## src/rtl/enc_pkg.sv

```systemverilog
// Shared definitions for the mux-tree encoder: default width, index type and
// a constant-foldable log2 helper for tools lacking $clog2.
package enc_pkg;

    parameter int N_DEFAULT = 8;

    typedef logic [2:0] enc_idx_t;

    function automatic int clog2(input int value);
        int r;
        r = 0;
        while ((1 << r) < value) r++;
        return r;
    endfunction

endpackage

```

## src/rtl/enc_mux_node.sv

```systemverilog
// One 2:1 merge node of the encoder tree: the upper half wins when present and
// its presence becomes index bit LVL; both halves present flags multi-hot.
module enc_mux_node #(
    parameter int W   = 3,
    parameter int LVL = 0
) (
    input  logic         lo_p,
    input  logic         hi_p,
    input  logic [W-1:0] lo_ix,
    input  logic [W-1:0] hi_ix,
    input  logic         lo_m,
    input  logic         hi_m,
    output logic         p_o,
    output logic [W-1:0] ix_o,
    output logic         m_o
);

    // Partial indices only populate bits below LVL, so OR-ing in the select
    // bit at LVL widens the index by one without disturbing the lower bits.
    logic [W-1:0] sel_bit;

    always_comb begin
        sel_bit = {{(W-1){1'b0}}, hi_p} << LVL;
        p_o     = lo_p | hi_p;
        ix_o    = (hi_p ? hi_ix : lo_ix) | sel_bit;
        m_o     = lo_m | hi_m | (lo_p & hi_p);
    end

endmodule

```

## src/rtl/encoder_using_mux_design.sv

```systemverilog
// N-to-log2(N) highest-set-bit encoder built as a 2:1 mux tree, with valid and
// multi-hot flags and a single registered output stage.
module encoder_using_mux_design
    import enc_pkg::*;
#(
    parameter int N = N_DEFAULT
) (
    input  logic                clk,
    input  logic                rst_n,
    input  logic [N-1:0]        d,
    output logic [clog2(N)-1:0] y,
    output logic                valid,
    output logic                multi
);

    localparam int W = clog2(N);

    logic [W-1:0] y_d, y_q;
    logic         valid_d, valid_q;
    logic         multi_d, multi_q;

    // Level lv holds N>>lv (present, index, multi) tuples; level 0 is the raw input.
    for (genvar lv = 0; lv <= W; lv++) begin : g_lvl
        logic [(N>>lv)-1:0]        p;
        logic [(N>>lv)-1:0]        m;
        logic [(N>>lv)-1:0][W-1:0] ix;

        if (lv == 0) begin : g_leaf
            always_comb begin
                p  = d;
                m  = '0;
                ix = '0;
            end
        end else begin : g_node
            for (genvar k = 0; k < (N >> lv); k++) begin : g_n
                enc_mux_node #(
                    .W   (W),
                    .LVL (lv - 1)
                ) u_node (
                    .lo_p  (g_lvl[lv-1].p[2*k]),
                    .hi_p  (g_lvl[lv-1].p[2*k+1]),
                    .lo_ix (g_lvl[lv-1].ix[2*k]),
                    .hi_ix (g_lvl[lv-1].ix[2*k+1]),
                    .lo_m  (g_lvl[lv-1].m[2*k]),
                    .hi_m  (g_lvl[lv-1].m[2*k+1]),
                    .p_o   (p[k]),
                    .ix_o  (ix[k]),
                    .m_o   (m[k])
                );
            end
        end
    end

    always_comb begin
        y_d     = g_lvl[W].ix[0];
        valid_d = g_lvl[W].p[0];
        multi_d = g_lvl[W].m[0];
    end

    always_ff @(posedge clk or negedge rst_n) begin
        if (!rst_n) begin
            y_q     <= '0;
            valid_q <= 1'b0;
            multi_q <= 1'b0;
        end else begin
            y_q     <= y_d;
            valid_q <= valid_d;
            multi_q <= multi_d;
        end
    end

    assign y     = y_q;
    assign valid = valid_q;
    assign multi = multi_q;

endmodule

```

## config.mk

```make
export PLATFORM = sky130hd
export DESIGN_NAME = encoder_using_mux_design
export DESIGN_NICKNAME = d
export VERILOG_FILES = /design/src/rtl/enc_pkg.sv /design/src/rtl/enc_mux_node.sv /design/src/rtl/encoder_using_mux_design.sv
export SDC_FILE = /design/constraint.sdc
export NUM_CORES = 1
export LEC_CHECK = 0
export ABC_AREA = 1
export CAP_MARGIN = 30
export CORE_AREA = 4 4 41 43
export DETAILED_ROUTE_END_ITERATION = 10
export DIE_AREA = 0 0 45 47
export GPL_TIMING_DRIVEN = 1
export PLACE_DENSITY = 0.54
export SKIP_LAST_GASP = 1
export SYNTH_ARGS = -nofsm -noshare
export SYNTH_HDL_FRONTEND = slang
export SYNTH_SLANG_ARGS = --single-unit
```

## constraint.sdc

```tcl
create_clock -name clk -period 0.8 [get_ports clk]
set_clock_uncertainty 0.05 [all_clocks]
set_input_delay 0.12 -clock clk [delete_from_list [all_inputs] [get_ports clk]]
set_output_delay 0.12 -clock clk [all_outputs]
set_load 0.005 [all_outputs]
```

# Yosys cells after proc, flatten, opt, wreduce, memory -nomap -nowiden

Index checks and enable logic that the tools add are counted.

Muxes and demuxes: 3
Bitwise logic cells: 23

Operators by type and width:

| cell          | number |
|---|---|
| $or A1 B1 Y1  | 13 |
| $and A1 B1 Y1 | 7 |
| $or A3 B2 Y3  | 2 |
| $mux W3       | 1 |
| $or A3 B3 Y3  | 1 |
| $mux W1       | 2 |

Register bits: 5
Input bits: 10
Output and inout bits: 5
Word-level logic and storage cells: 29

# Longest topological paths before layout

Gate-level depths: netlist (run 1).

Word-level depth: 5
Gate-level depth with buffers: 5
Mapped depth without buffers: 5

# Cells and area by module

A second synthesis (run 1) with hierarchy kept.

Cells, all modules: 90
Area, all modules: 479.2 um2

By module, submodules not included:

| module                   | instances | cells each | area an instance (um2) |
|---|---|---|---|
| enc_mux_node             | 7         | 12         | 50.0 |
| encoder_using_mux_design | 1         | 6          | 128.9 |

# Worst setup path before layout (run 1)

No wires, ideal clock.

Path kind: input to register
Start: input d[5]
End: register multi_q, in the netlist multi
Setup time: 0.125 ns
Arrival: 0.450 ns
Data required time: 0.625 ns
Setup slack: 0.175 ns
Cell stages on the path: 4
Path through: nor2_2 nand2_4 nand2_1 nand3_1

RTL lines:

| element                               | RTL line                       | source |
|---|---|---|
| start: declaration                    | encoder_using_mux_design.sv:10 | `input logic [N-1:0] d,` |
| $or A1 B1 Y1 (2 in series)            | enc_mux_node.sv:24             | `p_o = lo_p \| hi_p;` |
| via g_lvl[2].g_node.g_n[1].u_node.p_o | enc_mux_node.sv:13             | `output logic p_o,` |
| $and A1 B1 Y1                         | enc_mux_node.sv:26             | `m_o = lo_m \| hi_m \| (lo_p & hi_p);` |
| $or A1 B1 Y1                          | enc_mux_node.sv:26             |  |
| via g_lvl[3].g_node.g_n[0].u_node.m_o | enc_mux_node.sv:15             | `output logic m_o` |
| end signal: assignment                | encoder_using_mux_design.sv:68 | `multi_q <= multi_d;` |
| end: declaration                      | encoder_using_mux_design.sv:20 | `logic multi_d, multi_q;` |

The timed path passes the listed nets, and every way through them passes these cells.

# Final worst setup path (run 1)

Start: register y_q[1], in the netlist y[1]
End: output y[1]

RTL lines:

| element                  | RTL line                       | source |
|---|---|---|
| start: declaration       | encoder_using_mux_design.sv:18 | `logic [W-1:0] y_d, y_q;` |
| start signal: assignment | encoder_using_mux_design.sv:66 | `y_q <= y_d;` |
| end: declaration         | encoder_using_mux_design.sv:11 | `output logic [clog2(N)-1:0] y,` |

No word-level cell between the ends.

==> impl_metrics.toml, run 1 <==
[detailed_routing]
vias = 264
drc_errors = 0
vias_per_cell = 3.94
detail-route-antenna-nets = 0
finalWirelength_um = 514
drt_first_iter_violations = 3
detailedRoute.firstPassIterationCount = 2
routedWlPerCell_um = 7.67

[synth]
netlist_area_um2 = 255
muxShareOfSynthArea_pct = 0
synthTopCellsByCount = "nand2_1 (10), dfrtp_1 (5), nor2_1 (4)"
synth.avg_cell_area_um2 = 8.23
synth-adder-area-share_pct = 0
post_synth_num_cell_types = 13
synth_async_sr_flop_share_pct = 100
complex_gate_fraction_of_the_synthesized_area_pct = 7.35
synth.net_count = 41
yosysMostFrequentCell = "nand2_1"
post_synth_and_or_nand_nor_area_fraction_pct = 40.7
dominant_combinational_cell_family_by_area_after_synthesis = "simple AND/OR/NAND/NOR gates"
synth-warning-count = 0
synth_top_area_cell = "dfrtp_1"
post_synthesis_sequential_area_ratio_pct = 49.0
register_bit_count_reported_by_yosys = 5
synth-edff-count = 0
yosys.area_share.xor_xnor_pct = 0
post-synth-top-area-fraction_pct = 49.0
synthTopCellsByArea = "dfrtp_1 (49%), nand2_1 (15%), nor2_1 (5.9%)"
synth-main-ff-cell = "dfrtp_1"
synthesis.instances = 31

[critical_path]
cp.required_ns = 0.63
critPathArrivalTime_ns = 0.70
timing.critical_path.cells = "buf_2"
worst_setup_path_startpoint = "y[1]$_DFF_PN0_"
critPathTopFamily = "flip-flops"
endpoint_kind = "primary output"
critical_path.max_fanout = 1
critical_path_class = "reg2out"
critical_path.startpoint_type = "flop"
cp_num_cells = 1
timing.critical_path.buf_inv = 1
critPathSlowestCell = "dfrtp_1"
critPathMaxStageDelay_ns = 0.35
timing.critical_path.to = "y[1]"

[clock_tree]
cts_buffers = 3
postCtsSetupBuffers = 0
clk_root_buffer_cell = "clkbuf_4"
clock-sinks = 5
clk_pin_slew_worst_paths_ns = 0.04
tritoncts = "built"
htree_levels = 1
clk_path_buf_depth = 2

[placement]
post-place-cells = 63
detailedPlacementHpwl_um = 461
globalplace.congestion = 0.663
place.port_buffers = 14

[global_routing]
vias_in_the_first_global_route = 236
globalRoute.totalOverflow = 0
grt_antenna_before_repair = 0
grt_first_pass_wirelength_um = 828
pin_count_of_the_biggest_net_entering_global_routing = 6
total_track_usage_pct = 6.27

[power_and_ir_drop]
ir_drop_uv = 338
cellLeakagePower_nw = 0.211
pwr_density_cell_nw_per_um2 = 1520
power.total_mw = 0.655

[timing]
relSlewSlack_pct = 85.8
report.final.slew_viol_count = 0
rsz_0062_raised_after_global_routing = "yes"
timing.final.crit_period_ns = 0.873
final_critical_path_setup_slack_ns = -0.0728
tns_ns = -0.340
finalCritPeriodShare_pct = 109
clock.fmax_ghz = 1.15
timing.final.hold_violations = 0
tightest_slew_ns = 0.213
finalSetupViolations = 5

[cells_and_area]
final_cells = 67
finish.utilization_pct = 33.1
final_layout_size_suffix_gt1_share_pct = 36.5
areaGrowthSynthToFinish_pct = 68.6
final_net_count = 63
antenna-diode-count = 0

[die]
dieWidth_um = 45
ports = 15
rows = 13
core-area_um2 = 1300
effective_utilization_at_floorplan_pct = 19.6
die_height_um = 47
fp.dieArea_um2 = 2120

[status]
outcome = "finished with violations"
violated_checks = "negative setup slack"

[hold_path]
hp-class = "in2async"

[run]
maxcap_violations = 0
## metal layers
metal,share of wire (%),global-route usage [%]
met5,0,0
met4,3.7,10.5
met3,18,2.68
met2,43,7.91
met1,35,6.00
## worst min-delay path by stage
stage | end | slack [ns] | cells past startpoint
6_report | y[2]$_DFF_PN0_ | 0.05 | 1
5_1_grt | multi$_DFF_PN0_ | 0.05 | 1
3_3_place_gp | y[1]$_DFF_PN0_ | 0.30 | 1
4_1_cts | y[2]$_DFF_PN0_ | 0.05 | 1
2_1_floorplan | multi$_DFF_PN0_ | -0.23 | 0
3_5_place_dp | multi$_DFF_PN0_ | 0.30 | 1
## metrics by stage
step	setup slack, ns	hold slack (ns)	cell area, um2
2_1_floorplan	0.175	-0.226	255
5_1_grt	-0.109	0.0519	430
6_report	-0.0728	0.0497	430
4_1_cts	-0.0901	0.0495	430
3_5_place_dp	-0.370	0.303	437
3_3_place_gp	-0.361	0.299	437
## final cells by class
type | count | area (um2)
fill | 163 | 871
timing repair buffer | 17 | 128
sequential | 5 | 125
multi-input combinational | 24 | 125
clock buffer | 4 | 26.3
tap | 15 | 18.8
inverter | 2 | 7.51
## power by group
group | internal [mW] | total, mW | switching [mW]
logic | 0.0569 | 0.112 | 0.0552
clock network | 0.188 | 0.279 | 0.0914
registers | 0.262 | 0.263 | 0.00145
## timing repair
item	in CTS	in global routing
setup endpoints to repair	9	5
pin swaps	4	0
resized for setup	29	0
hold buffers	0	0
gates cloned	0	0
## cell usage in the layout, fill, tap and decap left out
master	count
nand2_2	1
buf_2	5
nor2_1	3
clkbuf_1	1
clkbuf_4	3
nor2_4	1
clkdlybuf4s50_1	1
a21oi_1	1
nand2_1	10
dfrtp_1	5
o21ai_1	1
inv_1	1
buf_4	3
nor2_2	3
nand3_1	2
dlygate4sd2_1	8
nand2_4	1
o21ai_2	1
inv_2	1
## cells by family (layout without fill, tap and decap cells)
family / count (synthesis) / in the layout
buffers and inverters: 2 / 23
AO/OA/AOI/OAI: 3 / 3
flip-flops: 5 / 5
AND/OR/NAND/NOR: 21 / 21
## state kept, by name, summed over array words and instances (netlist names)
name,count
multi,1
y,3
valid,1
(Power assumes the default switching activity.)
==> run 2: changes to the inputs <==
- DONT_BUFFER_PORTS: unset -> 1
- PLACE_DENSITY: 0.54 -> 0.4
==> run 2 against run 1 <==
Against the previous run: the flow finishes with violations (negative hold slack); critical path depth is 1 lower; combinational power is 51% lower; worst hold slack worse by 0.097 ns; die area stayed put; clock-buffer cell count stayed put; core utilization is 9.2 points lower; setup slack better by 0.092 ns; highest routed layer is now met3.
==> impl_metrics.toml, run 2 (synthesis gave the netlist of run 1 again) <==
[detailed_routing]
vias_per_cell = 4.25
drt_first_iter_violations = 4
finalWirelength_um = 533
detailedRoute.firstPassIterationCount = 2
routedWlPerCell_um = 10.5
detail-route-antenna-nets = 0
drc_errors = 0
vias = 217

[hold_path]
hp-class = "in2reg"
timing.hold.worst_path_depth = 2
worstHoldStart = "d[7]"

[cells_and_area]
areaGrowthSynthToFinish_pct = 21.6
layout_commonest_cell = "nand2_1"
design_area_um2 = 310
final_layout_size_suffix_gt1_share_pct = 27.8
antenna-diode-count = 0
final_cell_mix = "nand2_1 (10), dfrtp_1 (5), nor2_1 (4)"
largest_reg_flops = 3
finish.utilization_pct = 23.8
final_net_count = 47
final.fill_count = 147

[timing]
report.final.slew_viol_count = 0
clock.fmax_ghz = 1.28
rsz_0062_raised_after_global_routing = "yes"
timing.final.hold_violations = 4
timing.final.crit_period_ns = 0.781
tightest_slew_ns = 0.223
fin_worst_hold_slack_ns = -0.0470
finalSetupViolations = 0
relSlewSlack_pct = 85.1
finalCritPeriodShare_pct = 97.6

[global_routing]
grt_first_pass_wirelength_um = 883
pin_count_of_the_biggest_net_entering_global_routing = 6
vias_in_the_first_global_route = 234
total_track_usage_pct = 6.33
grt_antenna_before_repair = 0
globalRoute.totalOverflow = 0

[placement]
place.port_buffers = 0
globalplace.congestion = 0.742
detailedPlacementHpwl_um = 470
dpl-instance-area_um2 = 274

[die]
effective_utilization_at_floorplan_pct = 19.6
rows = 13
dieWidth_um = 45
fp.dieArea_um2 = 2120
core-area_um2 = 1300
die_height_um = 47
ports = 15

[status]
violated_checks = "negative hold slack"
outcome = "finished with violations"

[clock_tree]
cts_buffers = 3
cts_hold_repair.buffers = 1
clk_pin_slew_worst_paths_ns = 0.04
clk_path_buf_depth = 2
cts_resized = 0
htree_levels = 1
clock-sinks = 5
clk_root_buffer_cell = "clkbuf_4"
tritoncts = "built"

[critical_path]
timing.critical_path.to = "y[2]"
critPathArrivalTime_ns = 0.61
cp.required_ns = 0.63
worst_setup_path_startpoint = "y[2]$_DFF_PN0_"
cp_num_cells = 0
endpoint_kind = "primary output"
critical_path_class = "reg2out"
critical_path.startpoint_type = "flop"
critical_path.max_fanout = 1

[power_and_ir_drop]
cellLeakagePower_nw = 0.141
ir_drop_uv = 242
power.total_mw = 0.605
pwr_density_cell_nw_per_um2 = 1950

[run]
maxcap_violations = 0
[run 2: changes by cell type in the layout (fill, tap and decap cells not counted)]
cell,delta
dlygate4sd3_1,+1
clkdlybuf4s50_1,-1
nor2_2,-1
nor2_1,+1
dlygate4sd2_1,-8
buf_4,-3
buf_2,-5
[run 2: worst min path at each step]
stage,end
5_1_grt,y[0]$_DFF_PN0_
3_5_place_dp,multi$_DFF_PN0_
3_3_place_gp,valid$_DFF_PN0_
2_1_floorplan,multi$_DFF_PN0_
4_1_cts,y[0]$_DFF_PN0_
6_report,y[0]$_DFF_PN0_
[run 2: power by group]
group / switching, mW / total, mW / internal [mW] / leakage, nW
registers: 0.00407 / 0.266 / 0.262 / 0.0482
logic: 0.0320 / 0.0544 / 0.0225 / 0.0780
clock network: 0.0962 / 0.284 / 0.188 / 0.0150
total: 0.132 / 0.605 / 0.473 / 0.141
[run 2: final cells by class]
class	count	area, um2	share of cell area, %
Multi-Input combinational cell	24	123	39.5
Timing Repair Buffer	1	10.0	3.23
Tap cell	15	18.8	6.05
Inverter	2	7.51	2.42
Sequential cell	5	125	40.3
Clock buffer	4	26.3	8.47
[run 2: through the flow]
stage / hold WS [ns] / TNS, ns / setup WS (ns) / instances
after floorplan: -0.226 / 0 / 0.175 / 31
after global placement: -0.225 / 0 / 0.107 / 46
after detailed placement: -0.225 / 0 / 0.100 / 46
after CTS: -0.0532 / 0 / 0.00527 / 51
after global routing: -0.0491 / -0.0182 / -0.00651 / 51
final: -0.0470 / 0 / 0.0192 / 51
[run 2: timing repair]
action	in CTS	in global routing
endpoints found under the setup margin	0	4
buffers inserted	0	0
hold endpoints to repair	9	4
[run 2: metal layers]
| metal | up-vias | GRT usage [%] | wire, um |
|---|---|---|---|
| met2 | 12 | 9.60 | 254 |
| met5 | - | 0 | 0 |
| met1 | 98 | 5.71 | 189 |
| met3 | 0 | 2.30 | 88 |
| li1 | 107 | - | - |
| met4 | 0 | 8.77 | 0 |
==> run 3: changes to the inputs <==
- TNS_END_PERCENT: unset -> 5
- clock period: 0.8 -> 1 ns (I/O delays scaled with it)
==> run 3 against run 2 <==
Against the previous run: the run now ends clean; routed wire length rose by 1.3%; largest cell class unchanged; clock-buffer cell count did not move; sequential share of layout area fell by 3.6 points.
==> impl_metrics.toml, run 3 (synthesis gave the netlist of run 1 again) <==
[status]
outcome = "finished clean"

[timing]
finalCritPeriodShare_pct = 88.2
rsz_0062_raised_after_global_routing = "no"
finalSetupViolations = 0
timing.final.hold_violations = 0
final_critical_path_setup_slack_ns = 0.118
relSlewSlack_pct = 85.1
timing.final.crit_period_ns = 0.882
tns_ns = 0
clock.fmax_ghz = 1.13
tightest_slew_ns = 0.223
fin_worst_hold_slack_ns = 0.0114
report.final.slew_viol_count = 0

[detailed_routing]
detail-route-antenna-nets = 0
vias = 227
drt_first_iter_violations = 5
vias_per_cell = 4.20
routedWlPerCell_um = 10.0
detailedRoute.firstPassIterationCount = 3
finalWirelength_um = 540
drc_errors = 0

[run]
maxcap_violations = 0

[cells_and_area]
final.fill_count = 149
areaGrowthSynthToFinish_pct = 33.3
final_cell_mix = "nand2_1 (10), dfrtp_1 (5), nor2_1 (4), dlygate4sd3_1 (4), clkbuf_4 (3)"
layout_commonest_cell = "nand2_1"
final_cells = 54
final_layout_size_suffix_gt1_share_pct = 25.6
largest_reg_flops = 3
antenna-diode-count = 0
finish.utilization_pct = 26.2
design_area_um2 = 340
final_net_count = 50

[power_and_ir_drop]
p_int_mw = 0.385
clkPwrFrac_pct = 45.7
cellLeakagePower_nw = 0.152
power.combinational.fraction_pct = 10.7
ir_drop_uv = 203
power.total_mw = 0.489
register_share_of_total_power_pct = 43.6
switching_share_pct = 21.2
switching_power_of_the_nets_mw = 0.104
pwr_density_cell_nw_per_um2 = 1440

[critical_path]
critical_path.max_fanout = 4
endpoint_kind = "flop"
timing.critical_path.cells = "nor2_4, a21oi_1, dlygate4sd3_1, nand2_2"
critical_path_class = "in2reg"
timing.critical_path.buf_inv = 1
critPathSlowestCell = "dlygate4sd3_1"
critical_path.startpoint_type = "input port"
critPathTopFamily = "buffers and inverters"
cp.required_ns = 1.12
critPathArrivalTime_ns = 1.01
critPathMaxStageDelay_ns = 0.57

[placement]
detailedPlacementHpwl_um = 480
dpl-instance-area_um2 = 274
place.port_buffers = 0
dp_worst_setup_slack_ns = 0.262
globalplace.congestion = 0.770
post-place-cells = 46

[die]
fp.dieArea_um2 = 2120
die_height_um = 47
rows = 13
effective_utilization_at_floorplan_pct = 19.6
ports = 15
core-area_um2 = 1300
dieWidth_um = 45

[hold_path]
worstHoldStart = "d[2]"
worstHoldEndpoint = "valid$_DFF_PN0_"
timing.hold.worst_path_depth = 2
hp-class = "in2reg"

[clock_tree]
htree_levels = 1
clk_root_buffer_cell = "clkbuf_4"
clock-sinks = 5
cts_resized = 0
clk_path_buf_depth = 2
postCtsSetupBuffers = 0
tritoncts = "built"
clk_pin_slew_worst_paths_ns = 0.04
cts_buffers = 3

[global_routing]
grt_antenna_before_repair = 0
total_track_usage_pct = 6.57
pin_count_of_the_biggest_net_entering_global_routing = 6
vias_in_the_first_global_route = 255
grt_first_pass_wirelength_um = 910
globalRoute.totalOverflow = 0
run 3: changes by cell type in the layout (fill, tap and decap cells not counted):
cell | previous run | this run
dlygate4sd3_1 | 1 | 4
run 3: what timing repair did:
item / CTS / global route
hold endpoints to repair: 7 / 0
hold buffers: 4 / 0
endpoints found under the setup margin: 0 / 0
run 3: layout make-up:
class                      count  area, um2  area share [%]
inverter                       2       7.51            2.21
multi-input combinational     24        123            36.0
timing repair buffer           4       40.0            11.8
sequential                     5        125            36.8
clock buffer                   4       26.3            7.72
tap                           15       18.8            5.51
run 3: per-layer routing:
metal,vias to the layer above,wire length [um],GRT usage (%)
met5,-,0,0
met4,0,0,8.77
met3,0,71,1.92
met2,12,274,10.7
met1,104,193,5.71
li1,111,-,-
run 3: worst max-delay path by stage:
stage	start	to	slack [ns]	depth (start not counted)
2_1_floorplan	d[5]	multi$_DFF_PN0_	0.35	4
3_3_place_gp	d[3]	multi$_DFF_PN0_	0.29	4
3_5_place_dp	d[3]	multi$_DFF_PN0_	0.26	4
4_1_cts	d[7]	y[0]$_DFF_PN0_	0.13	4
5_1_grt	d[7]	y[0]$_DFF_PN0_	0.09	4
6_report	d[7]	y[0]$_DFF_PN0_	0.12	4
run 3: power by group through the flow:
stage	clock network, mW	logic (mW)	registers (mW)
after floorplan	0	0.0325	0.215
after global placement	0	0.0367	0.216
after detailed placement	0	0.0385	0.216
after CTS	0.240	0.0536	0.213
after global routing	0.248	0.0608	0.214
final	0.223	0.0525	0.213
